==> src/rtl/win_pkg.sv <==
// Shared constants and FSM state type for the framer and the window stage.
package win_pkg;

  localparam int unsigned DWIDTH = 16;
  localparam int unsigned NWIN   = 32;
  localparam int unsigned IWIDTH = 5;

  typedef enum logic {
    IDLE,
    READ
  } state_e;

endpackage

==> src/rtl/win_framer_if.sv <==
// Sample stream in (dv_in/din_*/din_ready), indexed frame stream out
// (dv_out/index_out/dout_*), plus the sticky drop_err flag.
interface win_framer_if #(
  parameter int unsigned Dwidth = 16,
  parameter int unsigned Iwidth = 5
) ();

  logic              dv_in;
  logic [Dwidth-1:0] din_imag;
  logic [Dwidth-1:0] din_real;
  logic              din_ready;
  logic              dv_out;
  logic [Iwidth-1:0] index_out;
  logic [Dwidth-1:0] dout_imag;
  logic [Dwidth-1:0] dout_real;
  logic              drop_err;

  modport slave (
    input  dv_in, din_imag, din_real,
    output din_ready, dv_out, index_out, dout_imag, dout_real, drop_err
  );

  modport master (
    output dv_in, din_imag, din_real,
    input  din_ready, dv_out, index_out, dout_imag, dout_real, drop_err
  );

endinterface

==> src/rtl/frame_ram.sv <==
// Simple dual-port RAM: one write port, one registered read port, no reset.
module frame_ram #(
  parameter int unsigned Awidth = 6,
  parameter int unsigned Width  = 32
) (
  input  logic              clk,
  input  logic              we,
  input  logic [Awidth-1:0] waddr,
  input  logic [Width-1:0]  wdata,
  input  logic              re,
  input  logic [Awidth-1:0] raddr,
  output logic [Width-1:0]  rdata
);

  logic [Width-1:0] mem_q [2**Awidth];
  logic [Width-1:0] rdata_q;

  always_ff @(posedge clk) begin
    if (we) begin
      mem_q[waddr] <= wdata;
    end
    if (re) begin
      rdata_q <= mem_q[raddr];
    end
  end

  assign rdata = rdata_q;

endmodule

==> src/rtl/win_framer.sv <==
// Overlapping frame generator: buffers samples in a 2*Nwin circular RAM and
// emits Nwin-sample frames at hop Nwin/2, each sample tagged with its index.
// Ports: clk, async reset, sync flush, bus (win_framer_if.slave).
module win_framer
  import win_pkg::*;
#(
  parameter int unsigned Dwidth = DWIDTH,
  parameter int unsigned Nwin   = NWIN,
  parameter int unsigned Iwidth = IWIDTH
) (
  input logic         clk,
  input logic         reset,
  input logic         flush,
  win_framer_if.slave bus
);

  localparam int unsigned PW = Iwidth + 1;
  localparam int unsigned OW = Iwidth + 2;
  localparam logic [OW-1:0]     OCC_FULL  = OW'(2 * Nwin);
  localparam logic [OW-1:0]     OCC_FRAME = OW'(Nwin);
  localparam logic [OW-1:0]     OCC_HOP   = OW'(Nwin / 2);
  localparam logic [PW-1:0]     PTR_HOP   = PW'(Nwin / 2);
  localparam logic [Iwidth-1:0] IDX_LAST  = Iwidth'(Nwin - 1);

  state_e            state_q, state_d;
  logic [PW-1:0]     wp_q, wp_d;
  logic [PW-1:0]     fs_q, fs_d;
  // Kept as its own register: wp - fs alone cannot tell empty from full.
  logic [OW-1:0]     occ_q, occ_d;
  logic [Iwidth-1:0] rd_idx_q, rd_idx_d;
  logic              drop_q, drop_d;
  logic              v1_q, v1_d;
  logic [Iwidth-1:0] idx1_q, idx1_d;
  logic              dv_out_q, dv_out_d;
  logic [Iwidth-1:0] index_q, index_d;
  logic [Dwidth-1:0] dout_real_q, dout_real_d;
  logic [Dwidth-1:0] dout_imag_q, dout_imag_d;

  logic              din_ready;
  logic              wr_en;
  logic              rd_en;
  logic              adv;
  logic [PW-1:0]     rd_addr;
  logic [2*Dwidth-1:0] ram_rdata;

  frame_ram #(
    .Awidth(PW),
    .Width (2 * Dwidth)
  ) u_ram (
    .clk  (clk),
    .we   (wr_en),
    .waddr(wp_q),
    .wdata({bus.din_imag, bus.din_real}),
    .re   (rd_en),
    .raddr(rd_addr),
    .rdata(ram_rdata)
  );

  always_comb begin
    din_ready = (occ_q < OCC_FULL);
    wr_en     = bus.dv_in && din_ready && !flush;
    rd_en     = 1'b0;
    adv       = 1'b0;
    rd_addr   = fs_q + PW'(rd_idx_q);
    state_d   = state_q;
    rd_idx_d  = rd_idx_q;

    case (state_q)
      IDLE: begin
        if (occ_q >= OCC_FRAME) begin
          state_d  = READ;
          rd_idx_d = '0;
        end
      end
      READ: begin
        rd_en    = 1'b1;
        rd_idx_d = rd_idx_q + 1'b1;
        if (rd_idx_q == IDX_LAST) begin
          adv      = 1'b1;
          rd_idx_d = '0;
          state_d  = ((occ_q - OCC_HOP) >= OCC_FRAME) ? READ : IDLE;
        end
      end
      default: state_d = IDLE;
    endcase

    wp_d   = wr_en ? wp_q + 1'b1 : wp_q;
    fs_d   = adv ? fs_q + PTR_HOP : fs_q;
    occ_d  = occ_q + OW'(wr_en) - (adv ? OCC_HOP : '0);
    drop_d = drop_q | (bus.dv_in & ~din_ready);

    v1_d        = rd_en;
    idx1_d      = rd_idx_q;
    dv_out_d    = v1_q;
    index_d     = v1_q ? idx1_q : index_q;
    dout_real_d = v1_q ? ram_rdata[Dwidth-1:0] : dout_real_q;
    dout_imag_d = v1_q ? ram_rdata[2*Dwidth-1:Dwidth] : dout_imag_q;

    if (flush) begin
      wp_d     = '0;
      fs_d     = '0;
      occ_d    = '0;
      rd_idx_d = '0;
      state_d  = IDLE;
      v1_d     = 1'b0;
      dv_out_d = 1'b0;
      drop_d   = 1'b0;
    end
  end

  always_ff @(posedge clk or posedge reset) begin
    if (reset) begin
      state_q     <= IDLE;
      wp_q        <= '0;
      fs_q        <= '0;
      occ_q       <= '0;
      rd_idx_q    <= '0;
      drop_q      <= 1'b0;
      v1_q        <= 1'b0;
      idx1_q      <= '0;
      dv_out_q    <= 1'b0;
      index_q     <= '0;
      dout_real_q <= '0;
      dout_imag_q <= '0;
    end else begin
      state_q     <= state_d;
      wp_q        <= wp_d;
      fs_q        <= fs_d;
      occ_q       <= occ_d;
      rd_idx_q    <= rd_idx_d;
      drop_q      <= drop_d;
      v1_q        <= v1_d;
      idx1_q      <= idx1_d;
      dv_out_q    <= dv_out_d;
      index_q     <= index_d;
      dout_real_q <= dout_real_d;
      dout_imag_q <= dout_imag_d;
    end
  end

  assign bus.din_ready = din_ready;
  assign bus.dv_out    = dv_out_q;
  assign bus.index_out = index_q;
  assign bus.dout_real = dout_real_q;
  assign bus.dout_imag = dout_imag_q;
  assign bus.drop_err  = drop_q;

endmodule

==> src/flat_wrapper.sv <==
// flat-port wrapper written by rule: the top's interface ports become plain ports
module win_framer_flat import win_pkg::*;
#(
  parameter int unsigned Dwidth = DWIDTH,
  parameter int unsigned Nwin   = NWIN,
  parameter int unsigned Iwidth = IWIDTH
)
  (clk, reset, flush, bus_dv_in, bus_din_imag, bus_din_real, bus_din_ready, bus_dv_out, bus_index_out, bus_dout_imag, bus_dout_real, bus_drop_err);
  win_framer_if #(.Dwidth(Dwidth), .Iwidth(Iwidth)) bus_i ();
  input logic clk;
  input logic reset;
  input logic flush;
  input wire logic [$bits(bus_i.dv_in)-1:0] bus_dv_in;
  input wire logic [$bits(bus_i.din_imag)-1:0] bus_din_imag;
  input wire logic [$bits(bus_i.din_real)-1:0] bus_din_real;
  output wire logic [$bits(bus_i.din_ready)-1:0] bus_din_ready;
  output wire logic [$bits(bus_i.dv_out)-1:0] bus_dv_out;
  output wire logic [$bits(bus_i.index_out)-1:0] bus_index_out;
  output wire logic [$bits(bus_i.dout_imag)-1:0] bus_dout_imag;
  output wire logic [$bits(bus_i.dout_real)-1:0] bus_dout_real;
  output wire logic [$bits(bus_i.drop_err)-1:0] bus_drop_err;
  assign bus_i.dv_in = bus_dv_in;
  assign bus_i.din_imag = bus_din_imag;
  assign bus_i.din_real = bus_din_real;
  assign bus_din_ready = bus_i.din_ready;
  assign bus_dv_out = bus_i.dv_out;
  assign bus_index_out = bus_i.index_out;
  assign bus_dout_imag = bus_i.dout_imag;
  assign bus_dout_real = bus_i.dout_real;
  assign bus_drop_err = bus_i.drop_err;
  win_framer #(.Dwidth(Dwidth), .Nwin(Nwin), .Iwidth(Iwidth)) u_core (.clk(clk), .reset(reset), .flush(flush), .bus(bus_i));
endmodule
==> config.mk <==
export PLATFORM = sky130hd
export DESIGN_NAME = win_framer_flat
export DESIGN_NICKNAME = d
export VERILOG_FILES = /design/src/rtl/win_pkg.sv /design/src/rtl/win_framer_if.sv /design/src/rtl/frame_ram.sv /design/src/rtl/win_framer.sv /design/src/flat_wrapper.sv
export SDC_FILE = /design/constraint.sdc
export NUM_CORES = 2
export LEC_CHECK = 0
export CORE_ASPECT_RATIO = 2
export CORE_MARGIN = 2
export CORE_UTILIZATION = 38
export CTS_CLUSTER_DIAMETER = 80
export DETAILED_ROUTE_END_ITERATION = 10
export GPL_TIMING_DRIVEN = 0
export PLACE_DENSITY_LB_ADDON = 0.3
export SLEW_MARGIN = 30
export SYNTH_ARGS = -nofsm -noshare
export SYNTH_HDL_FRONTEND = slang
export SYNTH_SLANG_ARGS = --single-unit
==> constraint.sdc <==
create_clock -name clk -period 7.8 [get_ports clk]
set_input_delay 1.17 -clock clk [delete_from_list [all_inputs] [get_ports clk]]
set_output_delay 1.17 -clock clk [all_outputs]
set_load 0.01 [all_outputs]
==> flow_metrics.env <==
export IMPL_startpoint_type="flop"
export IMPL_vias=45160
export IMPL_end_kind="flop"
export IMPL_p_comb_share_pct=14.7
export IMPL_fin_crit_sh_pct=69.73
export IMPL_viasPerCell=6.061
export IMPL_power_mw=25.92
export IMPL_switchingPower_mw=6.742
export IMPL_fin_nets=4568
export IMPL_antenna_found_initial=17
export IMPL_io_buffers=74
export IMPL_critPathKind="flop to flop"
export IMPL_tightest_slew_ns=1.096
export IMPL_syn_inst=4067
export IMPL_ys_ff_latch=2146
export IMPL_path_cells="ha_1, buf_4, buf_4, buf_4, buf_1, mux4_2, mux2i_1, a32oi_1, a31oi_2, a31oi_1"
export IMPL_die_width_um=333.0
export IMPL_post_cts_buffers=0
export IMPL_fmax_ghz=0.1839
export IMPL_grt_pass1_vias=44710
export IMPL_path_clk_slew_ns=0.07
export IMPL_cts_resized=0
export IMPL_grt_overflow=0
export IMPL_netSwitchingFraction_pct=26.01
export IMPL_maxSlewHeadroom_pct=26.95
export IMPL_ys_dominant_reg_cell="edfxtp_1"
export IMPL_worst_slack_ns=2.361
export IMPL_cts_tree="done"
export IMPL_yosys_warnings=0
export IMPL_hold_start="u_core.u_ram.rdata[17]"
export IMPL_peakVddDrop_mv=0.1543
export IMPL_path_buf_inv=4
export IMPL_cts_made_buffers=177
export IMPL_synth_most_common_cell="edfxtp_1"
export IMPL_dr_pass1_iters=8
export IMPL_ctsHoldBuffers=0
export IMPL_drt_iter0_drc=6247
export IMPL_ant_nets=0
export IMPL_fillers=18040
export IMPL_power_leakage_nw=30.71
export IMPL_drt_wirelength_per_cell_um=40.37
export IMPL_min_period_ns=5.439
export IMPL_grt_max_degree=65
export IMPL_area_growth_pct=18.65
export IMPL_cts_sinks=2146
export IMPL_die_area_sq_um=220500
export IMPL_async_reset_ff_share_pct=3.075
export IMPL_rr_startpoint="u_core.idx1_d[1]"
export IMPL_wl_mm=300.8
export IMPL_synth_nets=4121
export IMPL_start_util_pct=38.21
export IMPL_track_usage_pct=27.08
export IMPL_arrival_ns=5.94
export IMPL_timing_hold_ws_ns=0.4797
export IMPL_p_clk_share_pct=35.4
export IMPL_gp_congestion=0.9511
export IMPL_rsz0062_at_grt="false"
export IMPL_p_int_mw=19.18
export IMPL_yosysUniqueCellTypes=60
export IMPL_rows=241
export IMPL_final_layout_size_suffix_gt1_share_pct=26.10
export IMPL_synth_edff_count=2080
export IMPL_synthTopCellsByCount="edfxtp_1 (2,080), nand2_1 (438), mux4_2 (412)"
export IMPL_place_ws_ns=2.480
export IMPL_grt_first_pass_wirelength_mm=396.7
export IMPL_synth_top_area_share_pct=75.92
export IMPL_synth_area_leader_cell="edfxtp_1"
export IMPL_htree_levels=4
export IMPL_clockBufferDepth=4
export IMPL_hold_class="flop to flop"
export IMPL_drc_errors=0
export IMPL_worstPathMaxFanout=10
export IMPL_maxCapViolations=0
export IMPL_critPathLaunch="u_core.idx1_d[1]"
export IMPL_path_common_cell="buf_4"
export IMPL_avgSynthCellArea_sq_um=20.23
export IMPL_p_per_area_nw_per_um2=265.6
export IMPL_synthTopCellsByArea="edfxtp_1 (76%), mux4_2 (11%), dfrtp_1 (2.0%), nand2_1 (2.0%), mux2i_1 (2.0%)"
export IMPL_clock_root_buffer="clkbuf_16"
export IMPL_slew_viol_final=0
export IMPL_final_setup_viol_count=0
export IMPL_boundaryPins=76
export IMPL_core_sq_um=215300
export IMPL_crit_family="buffers and inverters"
export IMPL_fin_skew_ns=0.03977
export IMPL_clkLatencyLatePin_ns=0.85
export IMPL_dp_hpwl_mm=216.9
export IMPL_worstPathRequired_ns=8.30
export IMPL_slowest_stage="a31oi_1"
export IMPL_die_h_um=662.0
export IMPL_outcome="finished, final reports clean"
export IMPL_slowest_delay_ns=0.79
export IMPL_seq_power_share_pct=50.0
export IMPL_netlist_area_sq_um=82270
export IMPL_hold_viol=0
export IMPL_ys_seq_area_share_pct=77.93
[stage by stage]
step,utilization (%),cells,instance area (sq um),setup TNS (ns)
after floorplan,-,4067,82270,0
after global placement,40.18,6935,86500,-10.46
after detailed placement,42.67,7129,91870,0
after CTS,45.31,7437,97560,0
after global routing,45.32,7438,97580,0
final,45.34,7450,97610,0
[routing by layer]
metal  GRT usage (%)  share of wire (%)  up-vias
met5               0              0.017        -
met4           23.91                 11        8
met3           5.119                8.3      958
met2           47.57                 51     2947
met1           27.35                 30    23770
li1                -                  -    17470
[layout by cell type, fill, tap and decap left out, types with 34 or more instances in the layout]
master | synthesis | routed
buf_2 | 96 | 104
nand2_1 | 438 | 438
clkbuf_16 | 0 | 180
nor2_4 | 0 | 64
edfxtp_1 | 2080 | 2080
nand3_1 | 126 | 126
dfrtp_1 | 66 | 65
mux2i_1 | 161 | 157
buf_16 | 0 | 141
clkbuf_1 | 76 | 70
a21oi_1 | 50 | 50
nor2_1 | 100 | 34
clkdlybuf4s50_1 | 0 | 42
mux2_2 | 46 | 46
a31oi_1 | 43 | 35
a32oi_1 | 39 | 39
mux4_2 | 412 | 412
buf_4 | 34 | 69
o21ai_0 | 36 | 36
[final cells by class]
type | count | area [sq um] | share of cell area (%)
diodes | 13 | 32.53 | 0.03333
plain buffers | 221 | 1136 | 1.164
clock buffers | 204 | 4594 | 4.707
clock inverters | 104 | 1092 | 1.119
inverters | 13 | 53.80 | 0.05512
multi-input cells | 1687 | 17680 | 18.11
flip-flops and latches | 2146 | 64120 | 65.69
well taps | 2794 | 3496 | 3.582
repair buffers | 268 | 5405 | 5.538
[kinds of logic after synthesis]
family	Yosys count	share of synthesized area [%]
compound gates	305	2.614
xor+xnor	17	0.1993
fa+ha+maj	18	0.2738
buf+inv	234	1.387
flops	2146	77.93
mux	619	13.87
other cells	1	0.004558
simple gates	727	3.722
[worst paths after layout]
kind	end	slack [ns]	cells past startpoint
max	u_core.u_ram.rdata[26]	2.36	10
min in group asynchronous	u_core.bus.dout_real[5]	0.63	2
max in group asynchronous	u_core.bus.dout_imag[5]	6.56	3
min	u_core.bus.dout_imag[1]	0.48	1
min reg2reg	u_core.bus.dout_imag[1]	0.48	1
max reg2reg	u_core.u_ram.rdata[26]	2.36	10
[power by group through the flow]
stage	registers (mW)	clock network (mW)	logic, mW
after floorplan	13.2	0	1.87
after global placement	13.3	0	3.58
after detailed placement	13.2	0	3.75
after CTS	13.0	9.21	3.76
after global routing	13.0	9.56	3.90
final	13.0	9.16	3.80
[state kept, by name (all words and copies together), names as in the netlist]
register	count
u_core.v1_q	1
u_core.u_ram.rdata	32
u_core.bus.dv_out	1
u_core.wp_q	6
u_core.occ_q	7
u_core.idx1_d	5
u_core.bus.drop_err	1
u_core.bus.dout_imag	16
u_core.fs_q	2
u_core.bus.dout_real	16
u_core.idx1_q	5
u_core.bus.index_out	5
u_core.u_ram.mem_q	2048
u_core.state_q	1
Note: power is estimated with default switching activity, not from simulation.
